`config.mk`:
```
export PLATFORM = sky130hd
export DESIGN_NAME = ide_reset_sequencer_flat
export DESIGN_NICKNAME = d
export VERILOG_FILES = /design/src/rtl/ide_reset_sequencer_if.sv /design/src/rtl/ide_reset_sequencer.sv /design/src/flat_wrapper.sv
export SDC_FILE = /design/constraint.sdc
export NUM_CORES = 1
export LEC_CHECK = 0
export ABC_AREA = 0
export CORE_ASPECT_RATIO = 0.5
export CORE_UTILIZATION = 54
export DETAILED_ROUTE_END_ITERATION = 10
export GPL_TIMING_DRIVEN = 0
export PLACE_DENSITY = 0.72
export SLEW_MARGIN = 30
export SYNTH_ARGS = -nofsm -noshare
export SYNTH_HDL_FRONTEND = slang
export SYNTH_SLANG_ARGS = --single-unit
```
`constraint.sdc`:
```
create_clock -name clk -period 2.85 [get_ports clk]
set_clock_uncertainty 0.05 [all_clocks]
set_input_delay 0.7125 -clock clk [delete_from_list [all_inputs] [get_ports clk]]
set_output_delay 0.7125 -clock clk [all_outputs]
set_load 0.01 [all_outputs]
```
`src/rtl/ide_reset_sequencer_if.sv`:
```
// Reset-sequencer signal bundle: per-channel requests in, per-channel
// reset outputs and status out. The optional software pulse input exists
// only when IDE_RESET_SWPULSE_EN is defined.
interface ide_reset_sequencer_if #(
  parameter int CHANNELS = 2
);
  logic [CHANNELS-1:0] rst_req;
  logic [CHANNELS-1:0] rst_out;
  logic [CHANNELS-1:0] busy;
  logic                all_ready;
`ifdef IDE_RESET_SWPULSE_EN
  logic [CHANNELS-1:0] sw_pulse;

  modport master (
    output rst_req,
    output sw_pulse,
    input  rst_out,
    input  busy,
    input  all_ready
  );

  modport slave (
    input  rst_req,
    input  sw_pulse,
    output rst_out,
    output busy,
    output all_ready
  );
`else
  modport master (
    output rst_req,
    input  rst_out,
    input  busy,
    input  all_ready
  );

  modport slave (
    input  rst_req,
    output rst_out,
    output busy,
    output all_ready
  );
`endif
endinterface

```
`src/rtl/ide_reset_sequencer.sv`:
```
// Per-channel drive reset sequencer with debounced assert and release.
// Each channel runs its own FSM; a request must be stable for ASSERT_DLY
// cycles before rst_out asserts, and absent for RELEASE_DLY + i*STAGGER
// cycles before it releases. Any reversal during a pending phase cancels it.
// Optional feature macro: IDE_RESET_SWPULSE_EN adds sw_pulse, which forces a
// channel straight into RESET on the next edge.
//
// state           | meaning
// ST_RUN          | drive out of reset, waiting for a request
// ST_ASSERT_PEND  | request seen, counting toward assertion (output still released)
// ST_RESET        | drive held in reset
// ST_RELEASE_PEND | request gone, counting toward release (output still asserted)
module ide_reset_sequencer #(
  parameter int          CHANNELS       = 2,
  parameter int          CNT_W          = 21,
  parameter int unsigned ASSERT_DLY     = 21'h000300,
  parameter int unsigned RELEASE_DLY    = 21'h150000,
  parameter int unsigned STAGGER        = 0,
  parameter bit          OUT_ACTIVE_LOW = 1
) (
  input logic                  clk,
  input logic                  rst,
  ide_reset_sequencer_if.slave bus
);

  typedef enum logic [1:0] {
    ST_RUN          = 2'd0,
    ST_ASSERT_PEND  = 2'd1,
    ST_RESET        = 2'd2,
    ST_RELEASE_PEND = 2'd3
  } state_t;

  localparam longint unsigned MAX_CNT = (64'd1 << CNT_W) - 64'd1;

  if (CHANNELS < 1 || CHANNELS > 8) begin : g_err_channels
    $error("ide_reset_sequencer: CHANNELS must be 1..8");
  end
  if (ASSERT_DLY < 1 || RELEASE_DLY < 1) begin : g_err_min_dly
    $error("ide_reset_sequencer: delays must be at least 1");
  end
  if (longint'(ASSERT_DLY) > MAX_CNT) begin : g_err_assert_dly
    $error("ide_reset_sequencer: ASSERT_DLY does not fit in CNT_W bits");
  end

  logic [CHANNELS-1:0] asrt_vec;
  logic [CHANNELS-1:0] busy_vec;
  logic [CHANNELS-1:0] run_next;
  logic                all_ready_q;

  for (genvar i = 0; i < CHANNELS; i++) begin : g_ch
    localparam longint unsigned REL_L =
      longint'(RELEASE_DLY) + longint'(i) * longint'(STAGGER);

    if (REL_L > MAX_CNT) begin : g_err_release_dly
      $error("ide_reset_sequencer: release delay does not fit in CNT_W bits");
    end

    // Terminal counts: the transition fires on the edge where the counter
    // would reach the delay, giving exactly DLY cycles from first sample.
    localparam logic [CNT_W-1:0] ASR_LAST = CNT_W'(longint'(ASSERT_DLY) - 1);
    localparam logic [CNT_W-1:0] REL_LAST = CNT_W'(REL_L - 1);

    state_t           st_q, st_d;
    logic [CNT_W-1:0] cnt_q, cnt_d;
    logic             asrt_q, busy_q;
    logic             req;

    assign req = bus.rst_req[i];

    // Next-state and counter logic for this channel.
    always_comb begin
      st_d  = st_q;
      cnt_d = cnt_q;
      case (st_q)
        ST_RUN: begin
          if (req) begin
            st_d  = ST_ASSERT_PEND;
            cnt_d = '0;
          end
        end
        ST_ASSERT_PEND: begin
          if (!req) begin
            st_d  = ST_RUN;
            cnt_d = '0;
          end else if (cnt_q >= ASR_LAST) begin
            st_d  = ST_RESET;
            cnt_d = '0;
          end else begin
            cnt_d = cnt_q + 1'b1;
          end
        end
        ST_RESET: begin
          if (!req) begin
            st_d  = ST_RELEASE_PEND;
            cnt_d = '0;
          end
        end
        ST_RELEASE_PEND: begin
          if (req) begin
            st_d  = ST_RESET;
            cnt_d = '0;
          end else if (cnt_q >= REL_LAST) begin
            st_d  = ST_RUN;
            cnt_d = '0;
          end else begin
            cnt_d = cnt_q + 1'b1;
          end
        end
        default: begin
          st_d  = ST_RESET;
          cnt_d = '0;
        end
      endcase
`ifdef IDE_RESET_SWPULSE_EN
      if (bus.sw_pulse[i]) begin
        st_d  = ST_RESET;
        cnt_d = '0;
      end
`endif
    end

    // State, counter and registered per-channel outputs, all from next state
    // so outputs always agree with the state of the same cycle.
    always_ff @(posedge clk) begin
      if (rst) begin
        st_q   <= ST_RESET;
        cnt_q  <= '0;
        asrt_q <= 1'b1;
        busy_q <= 1'b0;
      end else begin
        st_q   <= st_d;
        cnt_q  <= cnt_d;
        asrt_q <= (st_d == ST_RESET) || (st_d == ST_RELEASE_PEND);
        busy_q <= (st_d == ST_ASSERT_PEND) || (st_d == ST_RELEASE_PEND);
      end
    end

    assign asrt_vec[i] = asrt_q;
    assign busy_vec[i] = busy_q;
    assign run_next[i] = (st_d == ST_RUN);
  end

  // Global ready flag, registered alongside the channel states.
  always_ff @(posedge clk) begin
    if (rst) begin
      all_ready_q <= 1'b0;
    end else begin
      all_ready_q <= &run_next;
    end
  end

  assign bus.rst_out   = asrt_vec ^ {CHANNELS{OUT_ACTIVE_LOW}};
  assign bus.busy      = busy_vec;
  assign bus.all_ready = all_ready_q;

endmodule
```
`src/flat_wrapper.sv`:
```
// flat-port wrapper written by rule: the top's interface ports become plain ports
module ide_reset_sequencer_flat 
#(
  parameter int          CHANNELS       = 2,
  parameter int          CNT_W          = 21,
  parameter int unsigned ASSERT_DLY     = 21'h000300,
  parameter int unsigned RELEASE_DLY    = 21'h150000,
  parameter int unsigned STAGGER        = 0,
  parameter bit          OUT_ACTIVE_LOW = 1
)
  (clk, rst, bus_rst_req, bus_rst_out, bus_busy, bus_all_ready);
  ide_reset_sequencer_if #(.CHANNELS(CHANNELS)) bus_i ();
  input logic clk;
  input logic rst;
  input wire logic [$bits(bus_i.rst_req)-1:0] bus_rst_req;
  output wire logic [$bits(bus_i.rst_out)-1:0] bus_rst_out;
  output wire logic [$bits(bus_i.busy)-1:0] bus_busy;
  output wire logic [$bits(bus_i.all_ready)-1:0] bus_all_ready;
  assign bus_i.rst_req = bus_rst_req;
  assign bus_rst_out = bus_i.rst_out;
  assign bus_busy = bus_i.busy;
  assign bus_all_ready = bus_i.all_ready;
  ide_reset_sequencer #(.CHANNELS(CHANNELS), .CNT_W(CNT_W), .ASSERT_DLY(ASSERT_DLY), .RELEASE_DLY(RELEASE_DLY), .STAGGER(STAGGER), .OUT_ACTIVE_LOW(OUT_ACTIVE_LOW)) u_core (.clk(clk), .rst(rst), .bus(bus_i));
endmodule
```
-- After elaboration in Yosys (flattened, before gate mapping)
Index checks and enable logic that the tools add are counted.
- add/subtract/negate cells: 2
- multipliers: 0
- div/mod/pow operators: 0
- order comparisons: 4
- eq/ne operators: 16
- shift-type cells: 0
- multiplexer cells: 28
- bitwise operators: 1
- reductions and logical operators: 11
- operators by type and width (operator ; number):
    $mux 21 ; 12
    $pmux 21 s4 ; 2
    $add 21x1->21 const B ; 2
    $ge 21x10->1 const B ; 2
    $ge 21x21->1 const B ; 2
    $mux 2 ; 12
    $eq 2x2->1 const B ; 8
    $pmux 2 s4 ; 2
    $eq 2x1->1 const B ; 4
    $logic_not 2->1 ; 4
    $ne 2x2->1 const B ; 4
    $reduce_and 2->1 ; 3
    $logic_or 1x1->1 ; 4
    $not 2->2 ; 1
- flip-flop bits (word level): 51
- bits in latches: 0
- memory bits (writable): 0
- memory bits (read-only): 0
- bits of input ports: 4
- output and inout port bits: 5
- word-level logic and storage cells: 71
- memories kept: 0

-- Depth between registers and ports, before layout
- depth after elaboration: 6
- gate-level depth with buffers: 9
- depth with buffers taken out: 7

-- Least setup slack after synthesis
OpenSTA, ideal clock, no wires.
- path kind: reg-to-reg
- start: register u_core.g_ch[0].cnt_q[0]
- end: register u_core.g_ch[0].cnt_q[3]
- setup time: 0.062 ns
- arrival time: 2.055 ns
- required time: 2.738 ns
- setup slack: 0.683 ns
- stages on the path, launching flop included: 9
- buffers on the path: 1
- clock period less this slack: 2.167 ns
- cells stage by stage: dfxtp_1 -> ha_1 -> a21oi_1 -> o31ai_1 -> or4b_1 -> buf_2 -> a21o_1 -> or3_1 -> nand3_1
- word-level cells in the longest chain between the ends: 4
- elaborated cells between the ends (all ways): 8
- classes of those cells: add/sub (1); order compare (2); mux (5)
- ends and longest elaborated chain (item ; line ; text):
    start, declared ; ide_reset_sequencer.sv:64 ; logic [CNT_W-1:0] cnt_q, cnt_d;
    start signal, assigned ; ide_reset_sequencer.sv:132 ; cnt_q <= cnt_d;
    $add 21x1->21, or another cell as far along ; ide_reset_sequencer.sv:89, ide_reset_sequencer.sv:106 ;
    $mux 21 (on tied branches) ; ide_reset_sequencer.sv:102, ide_reset_sequencer.sv:85 ;
    $mux 21 (on tied branches) ; ide_reset_sequencer.sv:99, ide_reset_sequencer.sv:82 ;
    $pmux 21 s4 * ; ide_reset_sequencer.sv:74 ; case (st_q)
Mark *: on every way between the ends. The rest lies on a longest branch, timed or not.
A chain may end at the register's enable or synchronous reset.

-- Final worst setup path
- start: input bus_rst_req[1]
- end: register u_core.g_ch[1].cnt_q[10]
- word-level cells in the longest chain between the ends: 2
- elaborated cells between the ends (all ways): 6
- classes of those cells: eq/ne (2); mux (3); reduce/logical (1)
- ends and longest elaborated chain (item ; line ; text):
    start, declared ; flat_wrapper.sv:15 ; input wire logic [$bits(bus_i.rst_req)-1:0] bus_rst_req;
    $mux 21, or another cell as far along ; ide_reset_sequencer.sv:99 ; if (req) begin
    $pmux 21 s4 / $reduce_and 2->1 (equally long branches) ; n/a ;
    end signal, assigned ; ide_reset_sequencer.sv:132 ;
    end, declared ; ide_reset_sequencer.sv:64 ;
Several ways; a longest one is shown, not always the timed one.

==> impl_results.md <==
- Outcome: finished, final reports clean
- Max_cap viols: 0
- Peak supply drop: 0.191 mV
- R2r startpoint: u_core.g_ch[1].cnt_q[9]
- Total gr overflow: 0
- CTS clk-pin slew, worst paths: 90 ps
- Most frequent cell after synthesis: dfxtp_1
- WP data required: 2980 ps
- CP Max Fanout: 10
- Mapped Cells: 343
- DR iter-0 viols: 101
- EDFF count, synth: 0
- Nets@finish: 363
- Dpl hpwl: 4310 um
- Yosys warnings: 0
- Buffers on Ports: 7
- Worst Tran Pin Value: 821 ps
- Post-synthesis sequential area ratio: 37.1%
- First-pass GRT wire length: 10,400 um
- Pwr Total: 1.16 mW
- Hold buffer count at cts: 0
- Worst skew pair latency: 300 ps
- Post-synth net total: 349
- Via count: 2,482
- Yosys cell types: 47
- Area post-placement: 2800 um^2
- Hold-critical path endpoint: u_core.g_ch[1].cnt_q[7]
- Ys async rst share: 0%
- FMAX: 0.404 GHz
- Worst path slowest cell: clkdlybuf4s50_1
- Num CTS Buffers: 5
- Synth area leader: dfxtp_1
- HP Class: reg -> reg
- Setup TNS Final: 0 ps
- Layout cell share with drive strength beyond 1: 4.47%
- Initial Util: 58.1%
- WL/cell: 13.9 um
- Root buf cell: clkbuf_8
- Die Span X: 101 um
- Vias in the first global route: 2,267
- WL final: 5900 um
- Via density per instance: 5.85
- Setup Fix Bufs, Post-CTS: 0
- Hold WS: 427 ps
- Final hold violations: 0
- Hold_sp: u_core.g_ch[1].cnt_q[7]
- CP arrival: 2600 ps
- Worst setup EP type: flop
- FF-to-FF End: u_core.g_ch[1].cnt_q[10]
- Flops & latches, synth: 49
- Slowest stage delay, CP: 510 ps
- Worst path cell trace: clkdlybuf4s50_1 > clkbuf_1 > nand2_1 > a41oi_1 > nor2_1 > nand2_1 > clkbuf_1 > nor2_1
- Critical path class: in -> reg
- Hold depth: 1
- Leak: 0.981 nW
- First-pass detailed-route iteration total: 5
- Period utilization: 86.8%
- Power Dens Cells: 404 nW/um^2
- Post-Syn Area: 2640 um^2
- Post-synth top area share: 37.1%
- Synth top cells by count: 49 x dfxtp_1, 44 x nor2_1, 36 x nand2_1
- R2r worst-path depth: 9
- Max clock buf depth: 2
- Finish-stage setup viols: 0
- Count of cells resized by post-cts repair: 0
- R2R Setup Slk: 400 ps
- Die footprint: 5200 um^2
- CTS H-tree depth: 2
- DRC viols: 0
- Row cnt: 17
- Rel. slew slack: 44.9%
- Total core area: 4550 um^2
- RePlAce Congestion: 0.882
- Area Overhead vs Synth: 8.80%
- Post-route cell area: 2880 um^2
- Overall Global Routing Usage: 25.4%
- Antenna cells: 0
- # clock sinks: 49
- # IOs: 9
- FILL cells: 427
- Largest net degree at the start of global routing: 14
- Antenna violations before repair: 0
- Die Y-Extent: 51.5 um
- CTS tree: built
- CP Launch Type: input port
- Antenna viol nets, final: 0
- Syn_area_per_cell: 7.71 um^2
- Synth area leaders: dfxtp_1 37%, nand3_1 6.4%, nor2_1 6.2%
- Unrepaired setup endpoints after global routing: false
- Final Max Slew Viols: 0
- Top_reg_cell synth: dfxtp_1
- Min Clock Period, post-route: 2480 ps
-- sequential cells by signal (all words and copies together) (netlist names) --
name                  cells
u_core.bus.all_ready      1
u_core.g_ch.asrt_q        2
u_core.g_ch.cnt_q        42
u_core.g_ch.st_q          4
-- worst max-delay path, delay by kind of cell --
family          cells  cell delay (ps)
buf+inv             3             1220
compound gates      1              220
simple gates        4              440
-- final cells by class --
| class | instances | area (um^2) | share of cell area, % |
|---|---|---|---|
| inverters | 7 | 26.3 | 0.913 |
| clock buffers | 8 | 80.1 | 2.78 |
| multi-input cells | 271 | 1560 | 54.2 |
| well taps | 66 | 82.6 | 2.87 |
| plain buffers | 16 | 77.6 | 2.70 |
| flip-flops and latches | 49 | 981 | 34.1 |
| repair buffers | 7 | 70.1 | 2.44 |
-- metrics by stage --
stage	util, %	setup WS (ps)	std cells
global route	63.2	61.8	424
global placement	61.4	73.8	416
floorplan	-	683	343
CTS	63.2	357	424
detailed placement	61.4	50.0	416
finish	63.2	375	424
-- cell families (layout without fill, tap and decap cells) --
logic type      Yosys count  after routing  share of synthesized area (%)
simple gates            185            185                           35.6
compound gates           63             63                           15.4
flops                    49             49                           37.1
buf+inv                  23             38                           3.93
xor+xnor                 20             20                           6.63
fa+ha+maj                 2              2                          0.946
mux                       1              1                          0.379
-- how the worst max path moves through the flow --
stage / slack [ps] / endpoint / startpoint / cells past startpoint
floorplan: 680 / u_core.g_ch[0].cnt_q[3] / u_core.g_ch[0].cnt_q[0] / 8
global placement: 70 / u_core.g_ch[1].cnt_q[13] / bus_rst_req[1] / 8
detailed placement: 50 / u_core.g_ch[1].cnt_q[10] / bus_rst_req[1] / 8
CTS: 360 / u_core.g_ch[1].cnt_q[10] / bus_rst_req[1] / 8
global route: 60 / u_core.g_ch[1].cnt_q[13] / u_core.g_ch[1].cnt_q[9] / 9
finish: 370 / u_core.g_ch[1].cnt_q[10] / bus_rst_req[1] / 8
-- report_power, final --
part | total (mW) | internal, mW | switching, mW
combinational | 0.0657 | 0.0223 | 0.0435
sequential | 0.691 | 0.687 | 0.00413
clock | 0.404 | 0.175 | 0.229
total | 1.16 | 0.884 | 0.277
-- placed cells by master (no fill, tap or decap), types with 2 or more instances in the layout --
| master | Yosys | final |
|---|---|---|
| nor3_1 | 6 | 6 |
| buf_4 | 2 | 2 |
| nand3_1 | 34 | 34 |
| o21ai_0 | 23 | 23 |
| o32ai_1 | 3 | 3 |
| a21o_1 | 2 | 2 |
| nor3b_1 | 4 | 4 |
| clkbuf_1 | 11 | 14 |
| nor2_1 | 44 | 44 |
| and3_1 | 8 | 8 |
| clkbuf_8 | 0 | 5 |
| xnor2_1 | 8 | 8 |
| ha_1 | 2 | 2 |
| or4_1 | 4 | 4 |
| inv_1 | 7 | 7 |
| dfxtp_1 | 49 | 49 |
| and4_1 | 4 | 4 |
| or3_1 | 9 | 9 |
| o31a_1 | 2 | 2 |
| nor4_1 | 3 | 3 |
| clkdlybuf4s50_1 | 0 | 7 |
| o31ai_1 | 3 | 3 |
| and2_1 | 2 | 2 |
| a22oi_1 | 2 | 2 |
| nand2b_1 | 6 | 6 |
| buf_2 | 2 | 2 |
| a21oi_1 | 12 | 12 |
| nand4_1 | 13 | 13 |
| nor2b_1 | 6 | 6 |
| xor2_1 | 12 | 12 |
| nand2_1 | 36 | 36 |
| or2_2 | 2 | 2 |
| a211oi_1 | 4 | 4 |
| o21bai_1 | 3 | 3 |
-- per-layer routing --
metal,vias to the layer above,GRT usage [%],wire length [um]
met1,1159,33.7,2870
met3,10,5.20,289
met2,56,42.7,2700
met4,0,6.04,44
li1,1257,-,-
met5,-,0,0
(Power assumes the default switching activity.)
